`config.mk`:
```
export PLATFORM = sky130hd
export DESIGN_NAME = program_counter_32
export DESIGN_NICKNAME = d
export VERILOG_FILES = /design/src/rtl/mips_pkg.sv /design/src/rtl/program_counter_32.sv
export SDC_FILE = /design/constraint.sdc
export NUM_CORES = 1
export LEC_CHECK = 0
export ABC_AREA = 0
export CAP_MARGIN = 10
export CORE_ASPECT_RATIO = 1.75
export CORE_UTILIZATION = 42
export CTS_BUF_LIST = sky130_fd_sc_hd__clkbuf_16
export CTS_CLUSTER_SIZE = 14
export DETAILED_ROUTE_END_ITERATION = 8
export GPL_ROUTABILITY_DRIVEN = 0
export MAX_ROUTING_LAYER = met4
export PLACE_DENSITY_LB_ADDON = 0.2
export SLEW_MARGIN = 20
export SYNTH_ARGS = -nofsm -noshare
export SYNTH_HDL_FRONTEND = slang
export SYNTH_SLANG_ARGS = --single-unit
```
`constraint.sdc`:
```
create_clock -name clock -period 2.3 [get_ports clock]
set_input_delay 0.345 -clock clock [delete_from_list [all_inputs] [get_ports clock]]
set_output_delay 0.345 -clock clock [all_outputs]
set_load 0.01 [all_outputs]
```
`src/rtl/mips_pkg.sv`:
```
// Shared definitions for the multicycle MIPS datapath: address width, reset PC
// and the word-alignment check used by the PC and memory-address registers.
package mips_pkg;

    localparam int unsigned ADDR_W = 32;

    typedef logic [ADDR_W-1:0] addr_t;

    localparam addr_t RESET_PC = 32'h0000_0000;

    // Only the two lowest address bits decide word alignment.
    function automatic logic is_word_aligned(input logic [1:0] addr_lsb);
        return (addr_lsb == 2'b00);
    endfunction

endpackage

```
`src/rtl/program_counter_32.sv`:
```
// Program counter: an enable flop that loads the next-PC value when hit is high,
// and flags a word-misaligned current address for the exception logic.
module program_counter_32
    import mips_pkg::*;
#(
    parameter int unsigned       WIDTH       = ADDR_W,
    parameter logic [WIDTH-1:0]  RESET_VALUE = WIDTH'(RESET_PC)
) (
    input  logic             clock,
    input  logic             reset,
    input  logic [WIDTH-1:0] input1,
    input  logic             hit,
    output logic [WIDTH-1:0] out,
    output logic             misaligned
);

    logic [WIDTH-1:0] pc_q;
    logic [WIDTH-1:0] pc_d;

    // Next-PC select: take input1 verbatim on write enable, otherwise hold.
    always_comb begin
        pc_d = pc_q;
        if (hit) begin
            pc_d = input1;
        end else begin
            pc_d = pc_q;
        end
    end

    // PC register with asynchronous reset.
    always_ff @(posedge clock or posedge reset) begin
        if (reset) begin
            pc_q <= RESET_VALUE;
        end else begin
            pc_q <= pc_d;
        end
    end

    assign out        = pc_q;
    assign misaligned = ~is_word_aligned(pc_q[1:0]);

endmodule

```
Word level (Yosys, flattened, before mapping)
Index checks and enable logic that the tools add are counted.
- input bits: 35
- output and inout port bits: 33
- register bits after elaboration: 32
- word-level logic and storage cells: 3
- reduce and logical (&&, ||, !) cells: 1
- bitwise logic cells: 1
- operators by type and width (operator ; number):
    2-bit logical NOT ; 1
    1-bit NOT ; 1

Logic depth before layout (Yosys ltp)
Gate-level depths: netlist (run 1).
- word-level depth: 2
- depth in mapped cells: 3
- depth with buffers taken out: 1

Worst setup path before layout (run 1)
No wires, ideal clock.
- path type: flip-flop to output port
- start: reg pc_q[1] (netlist: out[1])
- end: out misaligned
- setup slack: 1229 ps
- arrival: 726 ps
- data required time: 1955 ps
- stages on the path, launching flop included: 2
- path buffers: 0
- cells stage by stage: dfrtp_1 or2_2
- word-level cells in the longest chain between the ends: 2
- ends and longest elaborated chain (element ; line ; source):
    start: declaration ; program_counter_32.sv:17 ; logic [WIDTH-1:0] pc_q;
    start signal: assignment ; program_counter_32.sv:35 ; pc_q <= pc_d;
    2-bit logical NOT ; mips_pkg.sv:13 ; return (addr_lsb == 2'b00);
    1-bit NOT ; program_counter_32.sv:40 ; assign misaligned = ~is_word_aligned(pc_q[1:0]);
    end: declaration ; program_counter_32.sv:14 ; output logic misaligned
Every way passes these cells.

Final worst setup path (run 1)
Same ends and word-level chain as after synthesis.

==> results of run 1 <==
-- cell families (layout without fill, tap and decap cells) --
kind of cell / after synthesis / count (layout) / synth area share, %
mux: 32 / 32 / 34.9
simple gates: 1 / 1 / 0.462
buf+inv: 5 / 79 / 5.54
flops: 32 / 32 / 59.1
-- worst max path at each step --
stage,endpoint,startpoint,depth (start not counted),slack [ns]
2_1_floorplan,misaligned,out[1],1,1.23
3_3_place_gp,misaligned,out[1],2,0.82
3_5_place_dp,misaligned,out[1],2,0.82
4_1_cts,misaligned,out[1],2,0.51
5_1_grt,misaligned,out[1],2,0.48
6_report,misaligned,out[1],2,0.52
-- layer usage --
layer | share of wire (%) | vias to the layer above | GRT usage [%]
met3 | 7.0 | 5 | 7.06
li1 | - | 385 | -
met5 | 0 | - | -
met1 | 39 | 425 | 21.9
met2 | 51 | 47 | 28.6
met4 | 2.2 | 0 | 9.09
-- cells in the mapped netlist --
cell | number | area [um^2]
buf_12 | 3 | 60.1
mux2_4 | 30 | 450
inv_1 | 1 | 3.75
mux2_2 | 2 | 22.5
dfrtp_1 | 32 | 801
or2_2 | 1 | 6.26
buf_6 | 1 | 11.3
-- cells in the final DEF, fill, tap and decap left out, drive strengths merged --
cell type / instances
clkinv: 3
dfrtp: 32
clkbuf: 5
buf: 4
clkdlybuf4s50: 66
inv: 1
or2: 1
mux2: 32
-- cell type report --
type	count	area [um^2]
multi-input cells	33	479
repair buffers	70	688
clock inverters	3	13.8
inverters	1	3.75
fillers	216	830
clock buffers	5	125
well taps	42	52.6
flip-flops and latches	32	801
-- power by group --
group	switching, mW	internal [mW]	leakage [nW]
combinational	0.104	0.231	0.538
clock	0.225	0.392	0.0710
sequential	0.0313	0.621	0.374
total	0.360	1.24	0.984
-- per-stage QoR --
step / total power [mW] / util (%) / cell area (um^2) / hold WS [ns]
after floorplan: 0.812 / - / 1360 / 0.461
after global placement: 0.989 / 67.6 / 2020 / 0.492
after detailed placement: 0.999 / 67.6 / 2020 / 0.498
after CTS: 1.62 / 72.3 / 2160 / 0.422
after global routing: 1.67 / 72.3 / 2160 / 0.443
final: 1.60 / 72.3 / 2160 / 0.400
==> results by group, run 1 <==
Setup path
  • Cell Chain, Critical Path: or2_2, clkdlybuf4s50_1
  • Setup CP Type: reg2out
  • Required @ worst endpoint: 1.96 ns
  • CP max stage delay: 0.48 ns
  • WP data arrival: 1.43 ns
  • WP buf/inv: 1
  • Startpoint Class: register
  • CP Max Fanout: 3
  • Cell count of the worst reg-to-reg path: 1
  • Cell family with most CP delay: buffers and inverters
  • RR Startpoint: out[0]
  • Critical-path top delay cell: clkdlybuf4s50_1
  • Crit. End Element: primary output
  • R2R Setup Slk: 1.52 ns
  • Reg2reg end: out[0]

Power
  • Pwr/cell area: 741 nW/um^2
  • Leak: 0.984 nW
  • Max rail drop VDD: 0.000646 V

STA
  • RSZ-0062 raised after global routing: false
  • Final hold violations: 0
  • Final-report setup violation count: 0
  • Fmax: 562 MHz
  • Final setup margin: 0.522 ns
  • Relative slew slack: 66.5%
  • Final period util: 77.3%
  • Worst-Margin Slew: 0.502 ns
  • Max Slew Vio Count: 0
  • Worst Skew: 0 ns
  • Setup Total Neg Slack: 0 ns
  • Final min period: 1.78 ns

Clock network
  • H-tree levels: 2
  • Clk sinks: 32
  • Worst-Skew Late Latency: 0.27 ns
  • Post_cts resized: 0
  • CTS clock-pin slew for the worst setup and hold paths: 0.05 ns
  • Root Driver: clkbuf_16
  • CTS buffer count: 5
  • CTS max path bufs: 2
  • Hold buffer count at CTS: 0
  • TritonCTS clock tree: yes
  • Setup Buffers After CTS: 0

Place
  • Pre-CTS setup slack: 0.816 ns
  • HPWL Detailed: 2.14 mm
  • Port-buffer cells: 67
  • Placed cells: 178

Route
  • Final ANT Viol Nets: 0
  • Drt drc: 0
  • Vias per Instance: 4.63
  • Avg WL per Cell: 15.5 um
  • Vias: 862
  • WL final: 2.88 mm
  • Number of DRC markers in iteration 0: 9
  • DRT Pass-1 Iters: 3

Logic synthesis
  • Net Count, Synth: 105
  • Seq/Total Area, Yosys: 59.1%
  • Mapped cell area: 1360 um^2
  • Mapped Cells: 70
  • Synth cell types: 7
  • #FFs+latches synth: 32
  • Ys Warns: 0
  • Avg Inst Size Synth: 19.4 um^2

Floorplan
  • Initial Util: 45.3%
  • Row Count: 26
  • Number of top-level pins: 68
  • Die area: 3470 um^2
  • Die Y: 77.1 um
  • Die Wd: 44.9 um
  • Core Area: 2990 um^2

Global routing
  • GRT overflow: 0
  • Largest net degree at the start of global routing: 20
  • GRT Total Usage: 19.0%
  • Initial antenna violation count: 0
  • Vias in the first global route: 954
  • First-pass GRT wire length: 4.54 mm

Final layout
  • Max FFs per register: 32
  • Final std cells w/o fill: 186
  • Layout area overhead: 59.6%
  • N_diodes: 0
  • Share of post-route cells with drive strength above 1: 30.6%
  • Final net count: 178

Hold path
  • Worst hold path type: in2async

Run status
  • Status: complete, no violations

Flow run
  • Maxcap violations: 0
Power figures use the tool's default switching activity.
==> run 2, diff against run 1 <==
--- a/config.mk
+++ b/config.mk
@@ -8,7 +8,7 @@
 export ABC_AREA = 0
 export CAP_MARGIN = 10
 export CORE_ASPECT_RATIO = 1.75
-export CORE_UTILIZATION = 42
+export CORE_UTILIZATION = 35
 export CTS_BUF_LIST = sky130_fd_sc_hd__clkbuf_16
 export CTS_CLUSTER_SIZE = 14
 export DETAILED_ROUTE_END_ITERATION = 8
==> constraint.sdc (replaced) <==
create_clock -name clock -period 1.5 [get_ports clock]
set_input_delay 0.225 -clock clock [delete_from_list [all_inputs] [get_ports clock]]
set_output_delay 0.225 -clock clock [all_outputs]
set_load 0.01 [all_outputs]
==> run 2 against run 1 <==
Effect of this change:
- via count decreased by 2.1%
- flip-flop and latch count is the same
- clock power grew 45%
- final area increased by 0.17%
- non-clock buffer count decreased by 1
==> results by group, run 2 (synthesized netlist as in run 1, its figures left out) <==
Power
  • Pwr/cell area: 1110 nW/um^2 (+50%)
  • Overall power: 2.41 mW (+50%)
  • Max rail drop VDD: 0.000677 V (+4.7%)
  • Leak: 0.978 nW (-0.62%)

Place
  • Pre-CTS setup slack: 0.134 ns (-0.682 ns)
  • Placed cells: 181 (+1.7%)
  • Port-buffer cells: 67 (unchanged)
  • HPWL Detailed: 1.94 mm (-9.1%)

Global routing
  • Vias in the first global route: 915 (-4.1%)
  • Largest net degree at the start of global routing: 33 (+65%)
  • GRT overflow: 0 (unchanged)
  • GRT Total Usage: 15.4% (-3.6 points)
  • Initial antenna violation count: 0 (unchanged)
  • First-pass GRT wire length: 4.56 mm (+0.44%)

Final layout
  • Commonest non-fill, non-tap cell in the layout: clkdlybuf4s50_1
  • Share of post-route cells with drive strength above 1: 28.9% (-1.7 points)
  • N_diodes: 0 (unchanged)
  • Layout area overhead: 59.9%
  • Final std cells w/o fill: 188 (+1.1%)
  • Final net count: 177 (-0.56%)
  • Most frequent cells in the layout: clkdlybuf4s50_1 (65), dfrtp_1 (32), mux2_4 (30)
  • Max FFs per register: 32 (unchanged)
  • Fillcell total: 303 (+40%)

Floorplan
  • Die area: 4130 um^2 (+19%)
  • Number of top-level pins: 68 (unchanged)
  • Die Wd: 49.0 um (+9.1%)
  • Row Count: 29 (+12%)
  • Die Y: 84.3 um (+9.3%)
  • Initial Util: 37.0% (-8.3 points)
  • Core Area: 3660 um^2 (+22%)

Route
  • Final ANT Viol Nets: 0 (unchanged)
  • Vias per Instance: 4.49 (-3.1%)
  • Avg WL per Cell: 14.9 um (-3.9%)
  • Drt drc: 0 (unchanged)
  • Vias: 844 (-2.1%)
  • WL final: 2.80 mm (-2.8%)
  • Number of DRC markers in iteration 0: 15 (+6)
  • DRT Pass-1 Iters: 2 (-1)

Clock network
  • CTS clock-pin slew for the worst setup and hold paths: 0.05 ns (about the same)
  • CTS buffer count: 5 (unchanged)
  • Worst-Skew Late Latency: 0.26 ns (about the same)
  • H-tree levels: 2 (unchanged)
  • Root Driver: clkbuf_16
  • Hold buffer count at CTS: 0 (unchanged)
  • Clk sinks: 32 (unchanged)
  • CTS max path bufs: 2 (unchanged)
  • TritonCTS clock tree: yes

Run status
  • Status: complete, no violations

Setup path
  • Startpoint Class: register
  • Reg2reg end: out[1]
  • Launch point of the worst path: out[1]
  • Worst Setup EP: misaligned
  • RR Startpoint: out[1]
  • Crit. End Element: primary output
  • WP data arrival: 1.19 ns (-0.24 ns)
  • Cell count of the worst reg-to-reg path: 1 (unchanged)
  • Required @ worst endpoint: 1.27 ns (-0.69 ns)
  • R2R Setup Slk: 0.71 ns (-0.81 ns)
  • Setup CP Type: reg2out
  • CP Max Fanout: 3 (unchanged)

STA
  • Final period util: 94.1%
  • Max Slew Vio Count: 0 (unchanged)
  • Final-report setup violation count: 0 (unchanged)
  • Final setup margin: 0.0880 ns (-0.434 ns)
  • Worst Skew: 0 ns (unchanged)
  • Worst-Margin Slew: 0.398 ns (-0.104 ns)
  • RSZ-0062 raised after global routing: false
  • Final min period: 1.41 ns
  • Fmax: 708 MHz
  • Relative slew slack: 73.4% (+6.9 points)
  • Final hold violations: 0 (unchanged)
  • Setup Total Neg Slack: 0 ns (unchanged)

Flow run
  • Maxcap violations: 0 (unchanged)

Hold path
  • Worst hold path type: in2async
==> run 2: area by class of cell <==
type	instances	area, um^2	share of cell area [%]
clock buffer	5	125	5.77
clock inverter	2	7.51	0.346
inverter	1	3.75	0.173
multi-input combinational	33	479	22.1
sequential	32	801	37.0
tap	46	57.6	2.66
timing repair buffer	69	693	32.0
==> run 2: how the worst min path moves through the flow <==
stage	startpoint	end	slack, ns	depth (start not counted)
6_report	reset	out[31]	0.34	3
3_3_place_gp	out[27]	out[27]	0.49	1
4_1_cts	reset	out[24]	0.36	3
5_1_grt	reset	out[31]	0.40	3
3_5_place_dp	out[16]	out[16]	0.49	1
2_1_floorplan	reset	out[0]	0.34	1
==> run 2: through the flow <==
step	area [um^2]	hold slack, ns	util [%]
global placement	2030	0.491	55.5
finish	2170	0.337	59.1
floorplan	1360	0.341	-
detailed placement	2030	0.492	55.5
CTS	2170	0.357	59.1
global route	2170	0.396	59.1
==> run 2: routing by layer <==
metal	GRT usage (%)	wire, um	vias to the layer above
met1	18.4	1090	416
met5	-	0	-
met2	24.2	1540	40
met4	6.42	23	0
met3	4.35	142	2
li1	-	-	386
==> run 2: worst max-delay path, cell delays in order, from the launching register on <==
cell and delay (ns):
dfrtp_1 0.39, or2_2 0.30, clkdlybuf4s15_1 0.23
==> run 2: power breakdown <==
part | internal, mW | switching, mW | total (mW)
clock network | 0.590 | 0.305 | 0.895
registers | 0.953 | 0.0498 | 1.00
logic | 0.354 | 0.157 | 0.512
==> run 2: what timing repair did <==
item,in CTS,in global routing
gates resized for setup,1,1
buffers inserted,0,0
endpoints found under the setup margin,1,1
hold endpoints to repair,0,0
==> run 3, diff against run 2 <==
--- a/config.mk
+++ b/config.mk
@@ -12,7 +12,7 @@
 export CTS_BUF_LIST = sky130_fd_sc_hd__clkbuf_16
 export CTS_CLUSTER_SIZE = 14
 export DETAILED_ROUTE_END_ITERATION = 8
-export GPL_ROUTABILITY_DRIVEN = 0
+export GPL_ROUTABILITY_DRIVEN = 1
 export MAX_ROUTING_LAYER = met4
 export PLACE_DENSITY_LB_ADDON = 0.2
 export SLEW_MARGIN = 20
==> results of run 3 <==
Final layout, timing and power as in run 2 (identical DEF).
